$ cat src/rtl/accum_rr_arbiter.sv
// Two-requester round-robin front end for a shared N-bit add/subtract accumulator.
// Each operation takes IDLE -> EXEC -> ACK, with a registered one-cycle acknowledge.
module accum_rr_arbiter #(
  parameter int N = 8
) (
  input  logic         clk,
  input  logic         aclr,
  input  logic         req0,
  input  logic         req1,
  input  logic         sub0,
  input  logic         sub1,
  input  logic [N-1:0] data0,
  input  logic [N-1:0] data1,
  input  logic         clr,
  output logic         ack0,
  output logic         ack1,
  output logic [N-1:0] acc,
  output logic         carry,
  output logic         overflow,
  output logic         busy
);

  typedef enum logic [1:0] {IDLE, EXEC, ACK} state_t;

  state_t       state, state_nxt;
  logic         last;      // id of the last granted requester
  logic         grant, win;
  logic         win_id, op_sub;
  logic [N-1:0] op;
  logic [N:0]   res;
  logic         ovf;

  always_ff @(posedge clk) begin
    if (!aclr) state <= IDLE;
    else       state <= state_nxt;
  end

  always_comb begin
    state_nxt = state;
    grant     = 1'b0;
    // On a tie the requester not served last wins.
    win       = (req0 && req1) ? ~last : req1;
    case (state)
      IDLE: if (!clr && (req0 || req1)) begin
        grant     = 1'b1;
        state_nxt = EXEC;
      end
      EXEC:    state_nxt = ACK;
      ACK:     state_nxt = IDLE;
      default: state_nxt = IDLE;
    endcase
  end

  always_comb begin
    res = op_sub ? ({1'b0, acc} - {1'b0, op}) : ({1'b0, acc} + {1'b0, op});
    if (op_sub) ovf = (acc[N-1] != op[N-1]) && (res[N-1] != acc[N-1]);
    else        ovf = (acc[N-1] == op[N-1]) && (res[N-1] != acc[N-1]);
  end

  always_ff @(posedge clk) begin
    if (!aclr) begin
      last     <= 1'b1;
      win_id   <= 1'b0;
      op_sub   <= 1'b0;
      op       <= '0;
      ack0     <= 1'b0;
      ack1     <= 1'b0;
      busy     <= 1'b0;
      acc      <= '0;
      carry    <= 1'b0;
      overflow <= 1'b0;
    end else begin
      if (grant) begin
        op     <= win ? data1 : data0;
        op_sub <= win ? sub1 : sub0;
        win_id <= win;
        last   <= win;
      end
      ack0 <= (state == EXEC) && !win_id;
      ack1 <= (state == EXEC) &&  win_id;
      busy <= (state_nxt != IDLE);
      // Clear beats a pending op; the ack still goes out from EXEC.
      if (clr) begin
        acc      <= '0;
        carry    <= 1'b0;
        overflow <= 1'b0;
      end else if (state == EXEC) begin
        acc      <= res[N-1:0];
        carry    <= res[N];
        overflow <= ovf;
      end
    end
  end

endmodule

$ cat config.mk
export PLATFORM = sky130hd
export DESIGN_NAME = accum_rr_arbiter
export DESIGN_NICKNAME = d
export VERILOG_FILES = /design/src/rtl/accum_rr_arbiter.sv
export SDC_FILE = /design/constraint.sdc
export NUM_CORES = 1
export LEC_CHECK = 0
export CAP_MARGIN = 20
export CELL_PAD_IN_SITES_DETAIL_PLACEMENT = 0
export CELL_PAD_IN_SITES_GLOBAL_PLACEMENT = 2
export CORE_MARGIN = 3
export CORE_UTILIZATION = 29
export DETAILED_ROUTE_END_ITERATION = 10
export PLACE_DENSITY = 0.88
export SYNTH_ARGS = -nofsm -noshare
export SYNTH_HDL_FRONTEND = slang
export SYNTH_SLANG_ARGS = --single-unit
$ cat constraint.sdc
create_clock -name clk -period 2.75 [get_ports clk]
set_input_delay 0.6875 -clock clk [delete_from_list [all_inputs] [get_ports clk]]
set_output_delay 0.6875 -clock clk [all_outputs]
set_load 0.05 [all_outputs]
After elaboration in Yosys (flattened, before gate mapping):

Index checks and enable logic that the tools add are counted.

* add/sub/neg operators: 2
* equality and inequality tests: 4
* mux-type cells: 9
* bitwise gates (word level): 2
* reductions and logical operators: 12

Operator list (number)
* 8-bit by 8-bit adder with 9-bit output: 1
* 9-bit 2-to-1 mux: 1
* 8-bit by 8-bit subtractor with 9-bit output: 1
* 8-bit 2-to-1 mux: 1
* 1-bit logical AND: 6
* 1-bit 2-to-1 mux: 5
* 2-bit case mux with 2 select lines: 1
* 2-bit by 1-bit equality test with 1-bit output, second input constant: 1
* 1-bit zero test: 2
* 2-bit zero test: 1
* 2-bit 2-to-1 mux: 1
* 1-bit != test: 2
* 1-bit NOT: 2
* 2-bit nonzero test: 1
* 2-bit OR reduction: 1
* 1-bit equality test: 1
* 1-bit logical OR: 1

* register bits after elaboration: 26
* input port bits: 23
* output and inout bits: 13
* word-level logic and storage cells: 40

Longest topological paths before layout:

Gate-level depths: netlist (run 1).

* word-level depth: 5
* depth in mapped cells: 10
* gate-level depth less buffers: 10

Least setup slack after synthesis (run 1):

Ideal clock, no wire load.

* kind: register to register
* start: reg op_sub
* end: reg acc[6]
* library setup time: 0.122 ns
* arrival time: 2.039 ns
* required time: 2.628 ns
* setup slack: 0.589 ns
* stages on the path, launching flop included: 9
* buffers on the path: 1
* period minus slack after synthesis: 2.161 ns
* cell sequence: dfxtp_1 clkbuf_1 mux2i_1 fa_1 a211oi_2 o21bai_1 a21oi_1 nor3_1 a221o_1

* cells in the longest elaborated chain, start to end: 1

Ends and longest elaborated chain
* start, declared: RTL line 28 `logic win_id, op_sub;`
* start signal, assigned: RTL line 75 `op_sub <= win ? sub1 : sub0;`
* 9-bit 2-to-1 mux: RTL line 55 `res = op_sub ? ({1'b0, acc} - {1'b0, op}) : ({1'b0, acc} + {1'b0, op});`
* end signal, assigned: RTL line 88 `acc <= res[N-1:0];`
* end, declared: RTL line 17 `output logic [N-1:0] acc,`

Every way passes these cells.
A chain may end at the register's enable or synchronous reset.

Worst setup path after layout (run 1):

* start: reg op[0]
* end: reg overflow

* cells in the longest elaborated chain, start to end: 5

Ends and longest elaborated chain
* start, declared: RTL line 29 `logic [N-1:0] op;`
* start signal, assigned: RTL line 74 `op <= win ? data1 : data0;`
* 8-bit by 8-bit adder with 9-bit output / 8-bit by 8-bit subtractor with 9-bit output (equally long branches): RTL line 55
* 9-bit 2-to-1 mux *: RTL line 55
* 1-bit != test *: RTL line 56, 57
* 1-bit logical AND (on tied branches): RTL line 57, 56
* 1-bit 2-to-1 mux *: RTL line 56 `if (op_sub) ovf = (acc[N-1] != op[N-1]) && (res[N-1] != acc[N-1]);`
* end signal, assigned: RTL line 90 `overflow <= ovf;`
* end, declared: RTL line 19 `output logic overflow,`

Every way passes the cells marked *; elsewhere a longest branch is shown, timed or not.

==> impl_metrics.csv, run 1 <==
group,metric,value,unit
finish,drive_gt1_frac,0.0802,
synthesis,syn_avg_cell_area,8.77,µm²
drt,firstDrtPassIters,4,
sta,finalHoldViolCount,0,
hold_path,worstHoldPathType,"reg2reg",
grt,grt_pass1_vias,1228,
die,rows,25,
critical_path,worstReg2RegStart,"op[0]$_SDFFE_PN0P_",
clocking,cts_sinks,26,
run,maxCapViolCount,0,
clocking,cts_buffers,3,
placed_design,port_buffers,35,
die,die_x,78.7,µm
run_status,status,"completed",
drt,postRouteAntennaNets,0,
die,io_pins,36,
clocking,htree_levels,1,
power_and_ir_drop,netSwitchingPower,342,µW
hold_path,min_from,"win_id$_SDFFE_PN0P_",
drt,vias,1329,
power_and_ir_drop,p_int,710,µW
drt,drt_wl_total,3.38,mm
grt,grt_overflow,0,
finish,n_antenna_cell,0,
critical_path,crit_arrival,2.68,ns
sta,fin_setup_tns,0,ns
critical_path,crit_start,"op[0]$_SDFFE_PN0P_",
synthesis,synth_fp_nets,208,
power_and_ir_drop,ir_drop,0.185,mV
grt,grt_max_degree,19,
critical_path,cp.required,2.95,ns
grt,antenna_found_initial,0,
die,die_area,6200,µm²
grt,use_met1,0.144,
sta,fin_crit,2.48,ns
grt,grt_use_met2,0.190,
synthesis,yosysWarnings,0,
synthesis,synth_seq_area_share,0.339,
clocking,cts_setup_buffers,0,
clocking,clk_latency,0.27,ns
sta,period_share,0.903,
die,coreArea,4910,µm²
sta,skew,0.00367,ns
die,start_util,0.312,
grt,grt_pass1_wl,5.55,mm
clocking,holdBufCountCts,0,
clocking,cts_tree,"built",
sta,rsz0062_at_grt,"false",
synthesis,synth_top_area_frac,0.339,
critical_path,crit_path_max_fanout,5,
finish,area_growth,33.0,%
power_and_ir_drop,switching_share,0.325,
power_and_ir_drop,power.density,516,nW/µm²
drt,drc,0,
clocking,cts_resized,0,
critical_path,end_kind,"register",
sta,worst_slew_pin_slew,0.499,ns
synthesis,synth_largest_area_cell,"dfxtp_1",
power_and_ir_drop,p_seq_frac,0.403,
grt,grtUsageTotal,0.112,
drt,via_per_inst,4.76,
finish,final_area,2040,µm²
synthesis,netlist_area,1530,µm²
sta,relSlewSlack,0.666,
clocking,clk_pin_slew,0.09,ns
grt,busiest_layer,"met2",
power_and_ir_drop,comb_power_share,0.357,
synthesis,netlist_top_cells_area,"dfxtp_1 (34%), ha_1 (7.3%), mux2i_1 (7.2%)",
sta,finalMaxSlewViolations,0,
finish,fillers,507,
sta,setup_viol,0,
clocking,cts_root_buffer,"clkbuf_8",
clocking,cts_buffer_depth,2,
power_and_ir_drop,share_clk_of_total_power,0.240,
placed_design,place_area,1980,µm²
critical_path,critPathLaunchType,"register",
placed_design,gp_congestion,0.743,
synthesis,synth_cell_types,40,
sta,fmax,0.403,GHz
synthesis,syn_inst,175,
power_and_ir_drop,cellLeakagePower,0.871,nW
finish,final_nets,246,
drt,drtIter0Drc,71,
die,die_y,78.7,µm
grt,grt_use_met3,0.0238,
drt,wl_per_cell,12.1,µm
critical_path,path_class,"reg2reg",
synthesis,synth_seq_cells,26,
placed_design,place_hpwl,2.71,mm
## kinds of logic (layout without fill, tap and decap cells)
logic type,after synthesis,count (layout),share of synthesized area
and+or+nand+nor,59,59,0.191
AOI/OAI and AO/OA,47,47,0.228
DFF,26,26,0.339
buffers and inverters,14,51,0.0375
muxes,11,11,0.0718
adders and majority gates,10,10,0.0865
xor gates and xnor gates,8,8,0.0457
## placed cells by master (no fill, tap or decap), types with 2 or more instances in the layout
master,count
a211oi_1,2
a21oi_1,10
a311oi_1,2
a31oi_1,4
and3_1,3
buf_4,6
clkbuf_8,4
clkdlybuf4s50_1,35
dfxtp_1,26
ha_1,9
inv_1,6
mux2i_1,11
nand2_1,19
nand2b_1,6
nand3_1,3
nor2_1,12
nor2b_1,3
nor3_1,6
o211a_1,10
o21ai_0,7
xnor2_1,7
## state kept, by name (all words and copies together), names as in the netlist
signal	cells
acc	8
op	8
state	2
ack0	1
ack1	1
busy	1
carry	1
last	1
op_sub	1
overflow	1
win_id	1
## power groups by stage
stage / sequential, mW / combinational [mW] / clock (mW)
after floorplan: 0.447 / 0.256 / 0
after global placement: 0.432 / 0.378 / 0
after detailed placement: 0.433 / 0.378 / 0
after CTS: 0.424 / 0.380 / 0.261
after global routing: 0.428 / 0.417 / 0.277
final: 0.424 / 0.376 / 0.252
## layout make-up
| type | instances | area (µm²) | share of cell area |
|---|---|---|---|
| multi-input cells | 135 | 962 | 0.472 |
| flip-flops and latches | 26 | 520 | 0.255 |
| repair buffers | 41 | 395 | 0.194 |
| well taps | 67 | 83.8 | 0.0411 |
| clock buffers | 4 | 55.1 | 0.0270 |
| inverters | 6 | 22.5 | 0.0110 |
## final timing paths
check,end,slack (ns),cells after the start
worst min-delay path,ack0$_SDFF_PN0_,0.45,1
worst min register to register,ack0$_SDFF_PN0_,0.45,1
worst max-delay path,overflow$_SDFFE_PP0P_,0.27,9
worst max register to register,overflow$_SDFFE_PP0P_,0.27,9
## routing by layer
metal | routed length (µm) | vias to the layer above
met1 | 1630 | 585
met5 | 0 | -
met2 | 1560 | 32
met4 | 32 | 0
li1 | - | 707
met3 | 154 | 5
## synth_stat cells, drive strengths merged
master	instances
a211o	1
a211oi	3
a21boi	2
a21o	1
a21oi	10
a221o	1
a22oi	1
a311o	1
a311oi	2
a31oi	4
and2	1
and2b	1
and3	4
buf	5
clkbuf	3
dfxtp	26
fa	1
ha	9
inv	6
mux2i	11
nand2	19
nand2b	6
nand3	3
nand3b	1
nor2	12
nor2b	3
nor3	6
nor3b	1
nor4	2
o211a	10
o211ai	1
o21a	1
o21ai	7
o21bai	1
o31ai	1
xnor2	7
xor2	1
## worst max-delay path: stages (launching register included)
cell     delay, ns
dfxtp_1       0.42
inv_1         0.06
ha_1          0.29
mux2i_1       0.28
ha_1          0.29
nor2b_1       0.15
o31ai_2       0.34
a311o_1       0.29
a21oi_1       0.10
nor3b_2       0.19
## through the flow
stage | util | setup slack, ns | power (mW) | hold slack (ns) | cells
detailed placement | 0.404 | 0.263 | 0.811 | 0.435 | 275
global placement | 0.404 | 0.345 | 0.810 | 0.438 | 275
CTS | 0.415 | 0.240 | 1.07 | 0.460 | 279
finish | 0.415 | 0.268 | 1.05 | 0.453 | 279
floorplan | - | 0.589 | 0.704 | 0.407 | 175
global route | 0.415 | 0.0780 | 1.12 | 0.476 | 279
Power figures use the tool's default switching activity.
==> run 2: changes to the inputs <==
SLEW_MARGIN = 5   (was default)
==> results of run 2 <==
Final layout, timing and power as in run 1 (identical DEF).
==> edit: new RTL, settings of run 2 <==
Change the parameter `N` from 8 to 9.
--- a/src/rtl/accum_rr_arbiter.sv
+++ b/src/rtl/accum_rr_arbiter.sv
@@ -3,3 +3,3 @@
 module accum_rr_arbiter #(
-  parameter int N = 8
+  parameter int N = 9
 ) (
Ports: changed (resized acc, data0 and data1); port bits go from 36 to 39. The function was not compared with the original's and may differ.
==> edit against run 2 <==
- total power is 19% higher
- largest cell class unchanged
- highest routed layer unchanged
- worst setup slack worse by 0.044 ns
- die area grew 11%
- design area grew 12%
- global-route usage down 0.59 points
- first-iteration DRC count stayed put
- routed wire length rose by 15%
- area after synthesis grew 12%
- sequential cell count is 2 higher
- critical path depth rose by 3
- combinational power grew 21%
- largest power group unchanged
==> edit: results (changes against run 2) <==
| Metric | Value |
|---|---|
| Peak VDD IR | `271.7 uV (was 184.5 uV)` |
| Leakage | `0.9522 nW (was 0.8707 nW)` |
| First-pass GRT wire length | `6161 um (was 5547 um)` |
| Largest net degree at the start of global routing | `17 (was 19)` |
| Worst R2R Setup Slack | `0.22 ns (was 0.27 ns)` |
| DR WL met3 | `177 um (was 154 um)` |
| Placer Congestion | `0.7578 (was 0.7431)` |
| Fin Hold WS | `0.4570 ns (was 0.4535 ns)` |
| Hpwl dp | `3083 um (was 2710 um)` |
| Setup Skew | `0.0009387 ns (was 0.003672 ns)` |
| Vias in the first global route | `1,334 (was 1,228)` |
| Yosys cell types | `46 (was 40)` |
| Met2 wire length | `1715 um (was 1562 um)` |
| Design area | `0.002287 mm2 (was 0.002039 mm2)` |
| M1 WL | `1974 um (was 1632 um)` |
| Synth Area in Compound Gates | `24.47% (was 22.84%)` |
| CP max FO | `7 (was 5)` |
| Synth area leaders | `dfxtp_1 (33%), ha_1 (7.3%), mux2i_1 (7.0%) (was dfxtp_1 (34%), ha_1 (7.3%), mux2i_1 (7.2%))` |
| Met2 Use GR | `16.98% (was 19.02%)` |
| Worst-path clk slew | `0.11 ns (was 0.09 ns)` |
| Reg2reg path depth | `12 (was 9)` |
| GR Layer Usage met1 | `14.83% (was 14.40%)` |
| Post-CTS Setup Inserts | `0 (unchanged)` |
| Status | `completed (unchanged)` |
| Share of cells above drive strength 1 | `7.983% (was 8.019%)` |
| Synth Area in Adders | `8.424% (was 8.646%)` |
| Cell Count, Final, Fillers Out | `310 (was 279)` |
| Total Nets Final | `275 (was 246)` |
| Commonest cells post-synth | `dfxtp_1 (28), nand2_1 (25), mux2i_1 (12) (was dfxtp_1 (26), nand2_1 (19), nor2_1 (12))` |
| Worst slew margin | `66.17% (was 66.61%)` |
| Post-synthesis mux area share | `6.972% (was 7.178%)` |
| GR Util All Layers | `10.59% (was 11.18%)` |
| Post-Synthesis Cells | `197 (was 175)` |
| Post-synthesis sequential area ratio | `32.53% (was 33.93%)` |
## edit: what timing repair did
item	4_1_cts	5_1_grt
hold endpoints to repair	0	0
resized for setup	0	3
endpoints found under the setup margin	0	1
## edit: power by group
| part | leakage (nW) | internal, mW | switching (mW) | total, mW |
|---|---|---|---|---|
| registers | 0.229 | 0.430 | 0.0261 | 0.456 |
| logic | 0.687 | 0.215 | 0.240 | 0.455 |
| clock network | 0.0357 | 0.195 | 0.143 | 0.338 |
## edit: critical path: stages, from the launching register on
cell	delay, ns
dfxtp_1	0.42
inv_1	0.06
ha_1	0.20
nand2_1	0.08
nor3_1	0.04
nor2_1	0.11
xnor2_1	0.15
ha_2	0.36
a21oi_4	0.16
a21oi_1	0.08
a211o_1	0.30
a2111oi_1	0.36
nor3_1	0.08
## edit: cells by family (layout without fill, tap and decap cells)
family                   Yosys count  in the layout
AO/OA/AOI/OAI                     54             54
multiplexers                      12             12
XOR/XNOR                          10             10
AND/OR/NAND/NOR                   65             65
buffers and inverters             17             58
adder cells (fa/ha/maj)           11             11
flip-flops                        28             28
## edit: how the worst max path moves through the flow
stage | end | slack [ns] | cells after the start
after CTS | overflow | 0.18 | 12
final | overflow | 0.22 | 12
after floorplan | overflow | 0.35 | 12
after global routing | overflow | -0.02 | 12
after global placement | overflow | 0.26 | 12
after detailed placement | overflow | 0.20 | 12
## edit: final cells by class
class	count	area share, %
timing repair buffer	46	19.26
inverter	8	1.313
sequential	28	24.56
clock buffer	3	1.805
tap	72	3.939
clock inverter	1	1.313
multi-input combinational	152	47.81
## edit: through the flow
step | util (%) | setup WS, ns
floorplan | - | 0.3485
global placement | 39.19 | 0.2551
detailed placement | 39.19 | 0.2014
CTS | 40.45 | 0.1814
global route | 40.54 | -0.02361
finish | 40.54 | 0.2239
